File: config.mk
export PLATFORM = sky130hd
export DESIGN_NAME = rvc_fetch_aligner
export DESIGN_NICKNAME = d
export VERILOG_FILES = /design/src/rtl/rvc_fetch_aligner.sv
export SDC_FILE = /design/constraint.sdc
export NUM_CORES = 1
export LEC_CHECK = 0
export ABC_CLOCK_PERIOD_IN_PS = 10550
export BUFFER_PORTS_ARGS = -buffer_cell sky130_fd_sc_hd__buf_4
export CORE_MARGIN = 5
export CORE_UTILIZATION = 40
export DETAILED_ROUTE_END_ITERATION = 6
export SYNTH_ARGS = -nofsm -noshare
export SYNTH_HDL_FRONTEND = slang
export SYNTH_SLANG_ARGS = --single-unit
File: constraint.sdc
create_clock -name clk -period 10.55 [get_ports clk]
set_input_delay 1.055 -clock clk [delete_from_list [all_inputs] [get_ports clk]]
set_output_delay 1.055 -clock clk [all_outputs]
set_load 0.01 [all_outputs]
File: src/rtl/rvc_fetch_aligner.sv
// Fetch-side parcel queue: splits 32-bit fetch words into halfwords, realigns
// straddling 32-bit instructions and expands RV32C encodings for decode.
module rvc_fetch_aligner #(
  parameter int          DEPTH    = 8,
  parameter logic [31:0] RESET_PC = 32'h0000_0000
) (
  input  logic        clk,
  input  logic        rst,
  input  logic        fetch_valid,
  output logic        fetch_ready,
  input  logic [31:0] fetch_data,
  input  logic        redirect,
  input  logic [31:0] redirect_pc,
  output logic        out_valid,
  input  logic        out_ready,
  output logic [31:0] out_inst,
  output logic [31:0] out_pc,
  output logic        out_is_comp,
  output logic        out_illegal
);

  localparam int PW = $clog2(DEPTH);
  localparam int CW = $clog2(DEPTH + 1);

  localparam logic [6:0] OP_IMM    = 7'b0010011;
  localparam logic [6:0] OP_LUI    = 7'b0110111;
  localparam logic [6:0] OP_REG    = 7'b0110011;
  localparam logic [6:0] OP_LOAD   = 7'b0000011;
  localparam logic [6:0] OP_STORE  = 7'b0100011;
  localparam logic [6:0] OP_BRANCH = 7'b1100011;
  localparam logic [6:0] OP_JAL    = 7'b1101111;
  localparam logic [6:0] OP_JALR   = 7'b1100111;

  logic [15:0]   queue [DEPTH];
  logic [PW-1:0] head, tail;
  logic [CW-1:0] count;
  logic          drop;
  logic [31:0]   pc;

  logic [15:0]   p0, p1;
  logic          is32;
  logic          push, pop;
  logic [CW-1:0] push_n, pop_n;
  logic [31:0]   exp_inst;
  logic          exp_ill;

  function automatic logic [PW-1:0] inc(input logic [PW-1:0] p);
    return (p == PW'(DEPTH - 1)) ? '0 : p + PW'(1);
  endfunction

  assign p0   = queue[head];
  assign p1   = queue[inc(head)];
  assign is32 = (p0[1:0] == 2'b11);

  assign fetch_ready = !redirect && (count <= CW'(DEPTH - 2));
  assign out_valid   = !redirect && (is32 ? (count >= CW'(2)) : (count != '0));

  assign push   = fetch_valid && fetch_ready;
  assign pop    = out_valid && out_ready;
  assign push_n = push ? (drop ? CW'(1) : CW'(2)) : '0;
  assign pop_n  = pop ? (is32 ? CW'(2) : CW'(1)) : '0;

  assign out_inst    = is32 ? {p1, p0} : exp_inst;
  assign out_pc      = pc;
  assign out_is_comp = !is32;
  assign out_illegal = !is32 && exp_ill;

  // Parcel storage carries no reset; validity is tracked solely by count.
  always_ff @(posedge clk) begin
    if (push) begin
      if (drop) begin
        queue[tail] <= fetch_data[31:16];
      end else begin
        queue[tail]      <= fetch_data[15:0];
        queue[inc(tail)] <= fetch_data[31:16];
      end
    end
  end

  always_ff @(posedge clk or posedge rst) begin
    if (rst) begin
      head  <= '0;
      tail  <= '0;
      count <= '0;
      drop  <= RESET_PC[1];
      pc    <= RESET_PC;
    end else if (redirect) begin
      head  <= '0;
      tail  <= '0;
      count <= '0;
      drop  <= redirect_pc[1];
      pc    <= redirect_pc & ~32'h1;
    end else begin
      if (push) begin
        tail <= drop ? inc(tail) : inc(inc(tail));
        drop <= 1'b0;
      end
      if (pop) begin
        head <= is32 ? inc(inc(head)) : inc(head);
        pc   <= pc + (is32 ? 32'd4 : 32'd2);
      end
      count <= count + push_n - pop_n;
    end
  end

  // RV32C expansion of the head parcel; illegal encodings return the raw parcel.
  always_comb begin
    logic [4:0]  rd, rs2, rdp, rs1p;
    logic [11:0] imm6;
    logic [11:0] jimm;
    exp_inst = 32'h0;
    exp_ill  = 1'b0;
    rd   = p0[11:7];
    rs2  = p0[6:2];
    rdp  = {2'b01, p0[4:2]};
    rs1p = {2'b01, p0[9:7]};
    imm6 = {{6{p0[12]}}, p0[12], p0[6:2]};
    jimm = {p0[12], p0[8], p0[10:9], p0[6], p0[7], p0[2], p0[11], p0[5:3], 1'b0};
    case (p0[1:0])
      2'b00: begin
        case (p0[15:13])
          3'b000: begin
            exp_inst = {2'b00, p0[10:7], p0[12:11], p0[5], p0[6], 2'b00, 5'd2, 3'b000, rdp, OP_IMM};
            exp_ill  = (p0[12:5] == 8'h00);
          end
          3'b010: exp_inst = {5'b0, p0[5], p0[12:10], p0[6], 2'b00, rs1p, 3'b010, rdp, OP_LOAD};
          3'b110: exp_inst = {5'b0, p0[5], p0[12], rdp, rs1p, 3'b010, p0[11:10], p0[6], 2'b00, OP_STORE};
          default: exp_ill = 1'b1;
        endcase
      end
      2'b01: begin
        case (p0[15:13])
          3'b000: exp_inst = {imm6, rd, 3'b000, rd, OP_IMM};
          3'b001, 3'b101:
            exp_inst = {jimm[11], jimm[10:1], jimm[11], {8{jimm[11]}},
                        (p0[15] ? 5'd0 : 5'd1), OP_JAL};
          3'b010: exp_inst = {imm6, 5'd0, 3'b000, rd, OP_IMM};
          3'b011: begin
            exp_ill = ({p0[12], p0[6:2]} == 6'h00);
            if (rd == 5'd2) begin
              exp_inst = {{3{p0[12]}}, p0[4:3], p0[5], p0[2], p0[6], 4'b0000,
                          5'd2, 3'b000, 5'd2, OP_IMM};
            end else begin
              exp_inst = {{15{p0[12]}}, p0[6:2], rd, OP_LUI};
            end
          end
          3'b100: begin
            case (p0[11:10])
              2'b00: begin
                exp_inst = {7'b0000000, p0[6:2], rs1p, 3'b101, rs1p, OP_IMM};
                exp_ill  = p0[12];
              end
              2'b01: begin
                exp_inst = {7'b0100000, p0[6:2], rs1p, 3'b101, rs1p, OP_IMM};
                exp_ill  = p0[12];
              end
              2'b10: exp_inst = {imm6, rs1p, 3'b111, rs1p, OP_IMM};
              default: begin
                exp_ill = p0[12];
                case (p0[6:5])
                  2'b00:   exp_inst = {7'b0100000, rdp, rs1p, 3'b000, rs1p, OP_REG};
                  2'b01:   exp_inst = {7'b0000000, rdp, rs1p, 3'b100, rs1p, OP_REG};
                  2'b10:   exp_inst = {7'b0000000, rdp, rs1p, 3'b110, rs1p, OP_REG};
                  default: exp_inst = {7'b0000000, rdp, rs1p, 3'b111, rs1p, OP_REG};
                endcase
              end
            endcase
          end
          default:
            exp_inst = {p0[12], {3{p0[12]}}, p0[6:5], p0[2], 5'd0, rs1p,
                        {2'b00, p0[13]}, p0[11:10], p0[4:3], p0[12], OP_BRANCH};
        endcase
      end
      2'b10: begin
        case (p0[15:13])
          3'b000: begin
            exp_inst = {7'b0000000, p0[6:2], rd, 3'b001, rd, OP_IMM};
            exp_ill  = p0[12];
          end
          3'b010: begin
            exp_inst = {4'b0000, p0[3:2], p0[12], p0[6:4], 2'b00, 5'd2, 3'b010, rd, OP_LOAD};
            exp_ill  = (rd == 5'd0);
          end
          3'b100: begin
            if (!p0[12]) begin
              if (rs2 == 5'd0) begin
                exp_inst = {12'h000, rd, 3'b000, 5'd0, OP_JALR};
                exp_ill  = (rd == 5'd0);
              end else begin
                exp_inst = {7'b0000000, rs2, 5'd0, 3'b000, rd, OP_REG};
              end
            end else if (rs2 == 5'd0) begin
              exp_inst = (rd == 5'd0) ? 32'h0010_0073
                                      : {12'h000, rd, 3'b000, 5'd1, OP_JALR};
            end else begin
              exp_inst = {7'b0000000, rs2, rd, 3'b000, rd, OP_REG};
            end
          end
          3'b110: exp_inst = {4'b0000, p0[8:7], p0[12], rs2, 5'd2, 3'b010, p0[11:9], 2'b00, OP_STORE};
          default: exp_ill = 1'b1;
        endcase
      end
      default: exp_ill = 1'b0;
    endcase
    if (exp_ill) exp_inst = {16'h0000, p0};
  end

endmodule
==> results_dict.tcl, run 1 <==
set metrics [dict create \
    grtUsageTotal_pct 22.9 \
    total_power_mw 4.08 \
    yosysWarnings 0 \
    grt_setup_unrepaired "no" \
    clk-insertion-delay-late_ns 0.44 \
    max_freq_ghz 0.174 \
    slew_headroom_pct 15.2 \
    clkTransAtPathRegs_ns 0.07 \
    ys_seq_area_share_pct 40.9 \
    cts_made_buffers 17 \
    cpPeakStageDelay_ns 0.97 \
    crit_slowest_cell "mux2i_1" \
    placed_cells 1667 \
    grt_pass1_wl_um 60200 \
    ant_nets 0 \
    status "finished with violations" \
    period_needed_ns 5.74 \
    pin_count 137 \
    endpoint_kind "output pin" \
    cts_tree "built" \
    holdWs_ns 0.620 \
    critPathTopFamily "multiplexers" \
    fillers 2769 \
    cp_data_arrival_time_ns 4.69 \
    clock_sinks 170 \
    async_flop_share_pct 24.7 \
    start_util_pct 40.5 \
    cts_resized 0 \
    dr.pass1.iters 7 \
    ir_drop_v 0.000130 \
    cp-start-kind "register" \
    drive_gt1_share_pct 20.8 \
    dieArea_sq_um 33500 \
    wl_um 38700 \
    fp.dieW_um 183 \
    vias 10335 \
    core_area_sq_um 29600 \
    hold_path.class "register to register" \
    dr.first_iter.drc_count 1441 \
    clock_path_buffers 2 \
    wire_per_inst_um 22.8 \
    grt_pass1_vias 10043 \
    drc 2 \
    final_cells 1698 \
    antenna_found_initial 0 \
    synth_top_flop_cell "edfxtp_1" \
    cp_data_required_time_ns 9.50 \
    drv_slew 0 \
    ys_types 78 \
    syn_avg_cell_area_sq_um 9.77 \
    root_buffer "clkbuf_16" \
    fin_crit_sh_pct 54.4 \
    muxShareOfSynthArea_pct 17.9 \
    synthCells 1225 \
    synth_edf_count 128 \
    setup_viol_count_final 0 \
    crit_chain "buf_4 > mux4_2 > mux2i_1 > nand2_1 > or4_1 > a21oi_1 > a211o_2 > nor2_2 > o21ai_0 > buf_4" \
    cp_max_fo 59 \
    synth_top_family_by_area "multiplexers" \
    fin_setup_tns_ns 0 \
    failed_checks "DRC" \
    n_antenna_cell 0 \
    synth_xor_area_share_pct 2.56 \
    p_per_area_nw_per_um2 297 \
    synth_nets 1315 \
    worst_slew_pin_slew_ns 1.24 \
    vias_per_cell 6.09 \
    htreeDepth 4 \
    routabilityCongestion 0.987 \
    cp_num_buf_inv 2 \
    die_h_um 183 \
    grt_max_degree 73 \
    synthSimpleGateAreaFrac_pct 15.4 \
    worst_path_most_repeated_cell "buf_4" \
    synthToLayoutAreaGrowth_pct 14.6 \
    nNetsFinal 1386 \
    synthesis.area_sq_um 12000 \
    fin_skew_ns 0.0115 \
    dpl.hpwl_um 25600 \
    row_count 63 \
    postCtsSetupBuffers 0 \
    finalHoldViolations 0 \
    criticalPathCategory "register to output pin" \
    globalRouteOverflowTotal 0 \
    io_buffers 134 \
    power.leakage_nw 5.04 \
    synth_compound_area_share_pct 15.9 \
    maxCapViolCount 0 \
    cts_hold_buf 0 \
    synth_seq_cells 170 \
    synth-adder-area-share_pct 2.38 \
]
==> cells in the mapped netlist, drive strengths merged (3+ instances only) <==
cell type | instances | share of area [%]
nor2b | 12 | 0.63
nor3 | 30 | 1.3
nand2 | 101 | 3.2
a22o | 3 | 0.22
nand2b | 5 | 0.26
a31oi | 7 | 0.37
inv | 30 | 0.94
nor2 | 164 | 5.2
a22oi | 4 | 0.25
o22ai | 19 | 0.99
o32ai | 6 | 0.50
and3 | 6 | 0.31
edfxtp | 128 | 32
a311oi | 3 | 0.22
a21o | 6 | 0.38
a32o | 3 | 0.25
and2 | 10 | 0.52
and4 | 6 | 0.44
a221oi | 5 | 0.37
buf | 37 | 2.0
o21a | 4 | 0.25
xor2 | 22 | 1.6
mux2i | 83 | 7.1
nand3 | 33 | 1.4
a211oi | 9 | 0.61
xnor2 | 13 | 0.95
ha | 18 | 1.9
fa | 3 | 0.50
nor4 | 6 | 0.42
o31ai | 7 | 0.44
or3 | 4 | 0.21
o211ai | 4 | 0.25
dfrtp | 42 | 8.8
mux4 | 51 | 9.6
mux2 | 13 | 1.2
o21ai | 62 | 2.6
a2111oi | 4 | 0.29
a21oi | 153 | 6.4
nand4 | 16 | 0.84
o221ai | 5 | 0.37
clkbuf | 64 | 2.0
==> routing by layer <==
metal	up-vias	part of all wire, %	GRT usage [%]
met3	79	8.6	4.48
met5	-	0	0
met2	530	47	37.2
met4	0	2.2	6.44
met1	5013	42	31.5
li1	4713	-	-
==> sequential cells by signal (all words and copies together), names as in the netlist <==
| name | count |
|---|---|
| count | 4 |
| drop | 1 |
| head | 3 |
| out_pc | 31 |
| queue | 128 |
| tail | 3 |
==> worst register-to-register path: cells and delay by family (launching register included) <==
family	cells	cell delay [ns]
simple gates	6	1.59
buf+inv	2	1.32
mux	3	1.22
fa+ha+maj	1	0.51
flops	1	0.34
xor+xnor	1	0.19
compound gates	1	0.06
==> logic make-up (layout without fill, tap and decap cells) <==
family          Yosys count  in the layout
xor+xnor                 35             35
mux                     147            147
fa+ha+maj                21             21
other cells               1              1
buf+inv                 132            215
simple gates            400            400
flops                   170            170
compound gates          319            319
==> per-stage QoR <==
step / setup WS (ns) / utilization [%] / cell area [sq um]
after global placement: 5.31 / 44.5 / 13200
final: 4.81 / 46.4 / 13700
after CTS: 4.93 / 46.4 / 13700
after floorplan: 6.24 / - / 12000
after global routing: 4.64 / 46.4 / 13700
after detailed placement: 5.32 / 44.5 / 13200
==> final timing paths <==
kind,startpoint,endpoint,slack [ns],depth (start not counted)
min in group asynchronous,rst,out_pc[2]$_DFFE_PP0N_,0.74,3
worst max-delay path,head[2]$_DFFE_PP0N_,out_inst[6],4.81,10
max in group asynchronous,rst,head[2]$_DFFE_PP0N_,9.38,3
worst min-delay path,out_pc[11]$_DFFE_PP0N_,out_pc[11]$_DFFE_PP0N_,0.62,2
worst min register to register,out_pc[11]$_DFFE_PP0N_,out_pc[11]$_DFFE_PP0N_,0.62,2
worst max register to register,head[2]$_DFFE_PP0N_,out_pc[30]$_DFFE_PP0N_,5.22,14
==> report_power, final <==
part           switching, mW  internal [mW]
Clock                  0.297          0.312
Combinational           1.64          0.997
Sequential            0.0434          0.792
==> cell usage in the layout (no fill, tap or decap), types with 17 or more instances in the layout <==
master     count
buf_4        153
a21oi_1      153
nor3_1        28
xor2_1        22
mux4_2        51
nor2_1       160
mux2i_1       80
dfrtp_1       41
o22ai_1       19
edfxtp_1     128
nand2_1      100
inv_1         27
nand3_1       29
clkbuf_16     17
o21ai_0       57
ha_1          18
==> final cells by class <==
type	instances	area [sq um]	share of cell area [%]
multi-input cells	923	6520	47.5
well taps	390	488	3.56
inverters	31	116	0.848
flip-flops and latches	170	4900	35.7
repair buffers	153	1150	8.37
clock inverters	13	129	0.939
clock buffers	18	429	3.13
(Power assumes the default switching activity.)
==> run 2: changes to the inputs <==
--- a/config.mk
+++ b/config.mk
@@ -5,7 +5,7 @@
 export SDC_FILE = /design/constraint.sdc
 export NUM_CORES = 1
 export LEC_CHECK = 0
-export ABC_CLOCK_PERIOD_IN_PS = 10550
+export ABC_CLOCK_PERIOD_IN_PS = 5800
 export BUFFER_PORTS_ARGS = -buffer_cell sky130_fd_sc_hd__buf_4
 export CORE_MARGIN = 5
 export CORE_UTILIZATION = 40
==> constraint.sdc (replaced) <==
create_clock -name clk -period 5.8 [get_ports clk]
set_input_delay 0.58 -clock clk [delete_from_list [all_inputs] [get_ports clk]]
set_output_delay 0.58 -clock clk [all_outputs]
set_load 0.01 [all_outputs]
==> run 2 against run 1 <==
The flow now finishes without violations; worst hold slack worse by 0.34 ns; clock skew up 0.0073 ns; die area unchanged; largest power group unchanged.
==> results_dict.tcl, run 2 (same netlist as run 1, synthesis figures left out) <==
set metrics [dict create \
    row_count 63 \
    wl_um 38500 \
    cp-start-kind "register" \
    clk-insertion-delay-late_ns 0.45 \
    cts_tree "built" \
    fin_setup_tns_ns 0 \
    grt_pass1_vias 9987 \
    start_util_pct 40.5 \
    dr.first_iter.drc_count 1256 \
    fin_crit_sh_pct 87.1 \
    dieArea_sq_um 33500 \
    finalWorstSetupSlack_ns 0.747 \
    antenna_found_initial 0 \
    finalHoldViolations 0 \
    worst_slew_pin_slew_ns 1.09 \
    r2r-start "head[0]$_DFFE_PP0N_" \
    final_common_cell "buf_4" \
    routabilityCongestion 0.935 \
    grt_max_degree 72 \
    synthToLayoutAreaGrowth_pct 15.6 \
    core_area_sq_um 29600 \
    drv_slew 0 \
    r2r_cells 13 \
    drive_gt1_share_pct 21.2 \
    grt_use_met1_pct 31.2 \
    postCtsSetupBuffers 0 \
    hold_path.class "input port to asynchronous set/reset pin" \
    cts_made_buffers 17 \
    status "completed" \
    layout_common_cells "buf_4 (162), nor2_1 (160), a21oi_1 (153), edfxtp_1 (128), nand2_1 (100)" \
    dpl.hpwl_um 26500 \
    clkTransAtPathRegs_ns 0.07 \
    nNetsFinal 1395 \
    clock_path_buffers 2 \
    cp_data_required_time_ns 5.22 \
    vias 10284 \
    slew_headroom_pct 26.8 \
    seq_area_sq_um 4900 \
    max_freq_ghz 0.198 \
    dr.pass1.iters 6 \
    vias_per_cell 6.02 \
    fin_skew_ns 0.0188 \
    maxCapViolCount 0 \
    globalRouteMet2Util_pct 36.8 \
    fillers 2796 \
    p_per_area_nw_per_um2 546 \
    globalRouteOverflowTotal 0 \
    period_needed_ns 5.05 \
    setup_viol_count_final 0 \
    cp_data_arrival_time_ns 4.47 \
    pin_count 137 \
    endpoint_kind "output pin" \
    ant_nets 0 \
    grt_setup_unrepaired "no" \
    n_antenna_cell 0 \
    htreeDepth 4 \
    multiInputGateArea_sq_um 6500 \
    top_register "queue" \
    grt.busiest_layer "met2" \
    largest_reg_flops 128 \
    fp.dieW_um 183 \
    die_h_um 183 \
    cp_max_fo 35 \
    cts_resized 0 \
    grt_pass1_wl_um 59300 \
    wire_per_inst_um 22.6 \
    clock_sinks 170 \
    drc 0 \
    use_met3_pct 4.80 \
    dpl_cell_area_sq_um 13200 \
    postLayoutCellArea_sq_um 13800 \
    cts_hold_buf 0 \
    ir_drop_v 0.000234 \
    io_buffers 134 \
    grtUsageTotal_pct 22.8 \
    startpoint "head[2]$_DFFE_PP0N_" \
    root_buffer "clkbuf_16" \
    post-place-ws_ns 1.20 \
    power.leakage_nw 5.11 \
    criticalPathCategory "register to output pin" \
]
run 2: cell count changes in the layout (fill, tap and decap cells not counted), sizes merged:
| cell | before | now |
|---|---|---|
| clkinvlp | 2 | 0 |
| bufinv | 0 | 1 |
| clkinv | 4 | 7 |
| buf | 153 | 162 |
| clkbuf | 18 | 17 |
run 2: worst max-delay path: stages, from the launching register on:
cell	delay [ns]
dfrtp_2	0.95
buf_4	0.38
mux4_2	0.36
mux2i_4	0.32
nor4b_4	0.30
nand3_2	0.28
o32ai_2	0.40
a211o_2	0.48
nor2_2	0.14
o21ai_0	0.22
buf_4	0.17
run 2: where the power goes:
part | total [mW] | switching, mW | internal, mW
clock | 1.18 | 0.559 | 0.624
combinational | 4.76 | 2.92 | 1.84
sequential | 1.60 | 0.162 | 1.44
run 2: per-stage QoR:
stage / power [mW] / hold WS, ns / utilization, % / instances
after floorplan: 4.63 / 0.563 / - / 1225
after global placement: 6.28 / 0.582 / 44.7 / 1676
after detailed placement: 6.28 / 0.597 / 44.7 / 1676
after CTS: 7.47 / 0.294 / 46.8 / 1708
after global routing: 7.95 / 0.339 / 46.8 / 1708
final: 7.54 / 0.279 / 46.8 / 1708
run 2: area by class of cell:
cell class | count | share of cell area, %
flip-flops and latches | 170 | 35.4
inverters | 31 | 0.841
repair buffers | 162 | 8.79
clock buffers | 17 | 3.08
multi-input cells | 923 | 47.0
well taps | 390 | 3.53
clock inverters | 15 | 1.37
run 2: path summary, 6_finish.rpt:
| path | endpoint | slack, ns |
|---|---|---|
| setup / recovery | out_inst[6] | 0.75 |
| hold / removal | out_pc[2]$_DFFE_PP0N_ | 0.28 |
| setup reg to reg | count[3]$_DFF_PP0_ | 1.22 |
| hold reg to reg | out_pc[31]$_DFFE_PP0N_ | 0.61 |
| max in group asynchronous | head[2]$_DFFE_PP0N_ | 5.12 |
| min in group clk | out_pc[20]$_DFFE_PP0N_ | 0.35 |
run 2: layer usage:
| metal | part of all wire [%] | vias up |
|---|---|---|
| li1 | - | 4732 |
| met1 | 43 | 5019 |
| met2 | 47 | 460 |
| met3 | 7.8 | 73 |
| met4 | 2.3 | 0 |
| met5 | 0 | - |
==> run 3: changes to the inputs <==
--- a/config.mk
+++ b/config.mk
@@ -10,6 +10,7 @@
 export CORE_MARGIN = 5
 export CORE_UTILIZATION = 40
 export DETAILED_ROUTE_END_ITERATION = 6
+export GPL_TIMING_DRIVEN = 0
 export SYNTH_ARGS = -nofsm -noshare
 export SYNTH_HDL_FRONTEND = slang
 export SYNTH_SLANG_ARGS = --single-unit
==> run 3 against run 2 <==
Critical path depth rose by 7; clock power fell by 4%; total power is 3.5% higher; critical endpoint is now out_pc[30]$_DFFE_PP0N_; highest routed layer unchanged.
==> results_dict.tcl, run 3 (same netlist as run 1, synthesis figures left out) <==
set metrics [dict create \
    setup_viol_count_final 0 \
    dpl.hpwl_um 32600 \
    dr.pass1.iters 6 \
    fillers 2789 \
    criticalPathCategory "register to register" \
    row_count 63 \
    ir_drop_v 0.000265 \
    postLayoutCellArea_sq_um 13900 \
    post-place-ws_ns 0.198 \
    final_cells 1765 \
    maxCapViolCount 0 \
    pin_count 137 \
    final_common_cell "nor2_1" \
    power.leakage_nw 5.10 \
    start_util_pct 40.5 \
    finalHoldViolations 0 \
    nNetsFinal 1452 \
    grt_pass1_wl_um 67200 \
    fin_setup_tns_ns 0 \
    core_area_sq_um 29600 \
    wl_um 45100 \
    drc 0 \
    p_per_area_nw_per_um2 561 \
    dr.first_iter.drc_count 1430 \
    drv_slew 0 \
    grt_max_degree 29 \
    grtUsageTotal_pct 26.5 \
    die_h_um 183 \
    dieArea_sq_um 33500 \
    finalWorstSetupSlack_ns 0.207 \
    placed_cells 1733 \
    max_freq_ghz 0.179 \
    endpoint_kind "register" \
    fp.dieW_um 183 \
    cts_made_buffers 17 \
    wire_per_inst_um 25.5 \
    globalRouteOverflowTotal 0 \
    cp-start-kind "register" \
    htreeDepth 4 \
    grt_setup_unrepaired "no" \
    status "completed" \
    vias_per_cell 6.23 \
    n_antenna_cell 0 \
    cts_hold_buf 0 \
    cp_max_fo 10 \
    clkTransAtPathRegs_ns 0.07 \
    clock_sinks 170 \
    largest_reg_flops 128 \
    routabilityCongestion 1.00 \
    cts_tree "built" \
    grt_pass1_vias 10803 \
    io_buffers 117 \
    hold_path.class "input port to asynchronous set/reset pin" \
    drive_gt1_share_pct 18.9 \
    antenna_found_initial 0 \
    worst_slew_pin_slew_ns 1.29 \
    fin_crit_sh_pct 96.4 \
    layout_common_cells "nor2_1 (162), a21oi_1 (153), edfxtp_1 (128), buf_4 (122), nand2_1 (100)" \
    dpl_cell_area_sq_um 13400 \
    top_register "queue" \
    fin_skew_ns 0.0164 \
    ant_nets 0 \
    vias 11003 \
    period_needed_ns 5.59 \
    cp_data_required_time_ns 6.12 \
    cp_data_arrival_time_ns 5.92 \
    synthToLayoutAreaGrowth_pct 16.3 \
    clock_path_buffers 2 \
    root_buffer "clkbuf_16" \
    slew_headroom_pct 11.4 \
    clk-insertion-delay-late_ns 0.45 \
]
## run 3: changes by cell type in the layout (fill, tap and decap cells not counted), sizes merged
cell | before | now
inv | 38 | 37
buf | 162 | 155
clkinvlp | 0 | 3
clkbuf | 17 | 81
clkinv | 7 | 5
## run 3: per-stage QoR
step / utilization (%) / hold WS (ns) / power, mW
after floorplan: - / 0.563 / 4.63
after global placement: 45.1 / 0.571 / 6.58
after detailed placement: 45.2 / 0.573 / 6.57
after CTS: 47.1 / 0.0948 / 7.69
after global routing: 47.1 / 0.120 / 8.17
final: 47.1 / 0.0984 / 7.81
## run 3: path summary, 6_finish.rpt
| path | startpoint | to | slack (ns) | depth (start not counted) |
|---|---|---|---|---|
| setup / recovery | head[0]$_DFFE_PP0N_ | out_pc[30]$_DFFE_PP0N_ | 0.21 | 17 |
| hold / removal | rst | out_pc[14]$_DFFE_PP0N_ | 0.1 | 2 |
| setup reg to reg | head[0]$_DFFE_PP0N_ | out_pc[30]$_DFFE_PP0N_ | 0.21 | 17 |
| hold reg to reg | out_pc[31]$_DFFE_PP0N_ | out_pc[31]$_DFFE_PP0N_ | 0.60 | 2 |
| max in group asynchronous | rst | out_pc[22]$_DFFE_PP0N_ | 5.21 | 3 |
| min in group clk | redirect_pc[10] | out_pc[10]$_DFFE_PP0N_ | 0.34 | 3 |
## run 3: layer usage
layer | track usage, % | vias up | share of wire, %
met3 | 6.90 | 148 | 10
met1 | 34.6 | 5281 | 40
met5 | 0 | - | 0
met2 | 42.3 | 714 | 46
met4 | 10.7 | 0 | 3.9
li1 | - | 4860 | -
## run 3: area by class of cell
| type | instances | area (sq um) | area share, % |
|---|---|---|---|
| inverter | 31 | 116 | 0.836 |
| tap | 390 | 488 | 3.51 |
| clock inverter | 15 | 134 | 0.962 |
| sequential | 170 | 4890 | 35.2 |
| buffer | 101 | 475 | 3.42 |
| timing repair buffer | 118 | 898 | 6.46 |
| multi-input combinational | 923 | 6480 | 46.6 |
| clock buffer | 17 | 425 | 3.06 |
## run 3: critical path: stages, from the launching register on
cell and delay (ns):
dfrtp_1 0.52, buf_4 0.28, buf_6 0.22, mux4_2 0.55, mux2_2 0.34, clkbuf_1 0.34, nand2_2 0.39, clkinv_1 0.37
clkbuf_1 0.38, ha_1 0.38, a21oi_1 0.07, nor2b_1 0.14, and3_1 0.21, nand3_1 0.23, nor3_1 0.44, nand4_1 0.18
xnor2_1 0.15, mux2_2 0.25
## run 3: power by group
part / total (mW) / leakage [nW] / switching, mW / internal, mW
Combinational: 5.15 / 3.15 / 3.24 / 1.90
Clock: 1.13 / 0.270 / 0.528 / 0.598
Sequential: 1.54 / 1.68 / 0.0956 / 1.44
## run 3: timing repair
action,4_1_cts,5_1_grt
gates resized for setup,0,2
buffers inserted,0,0
endpoints found under the setup margin,0,1
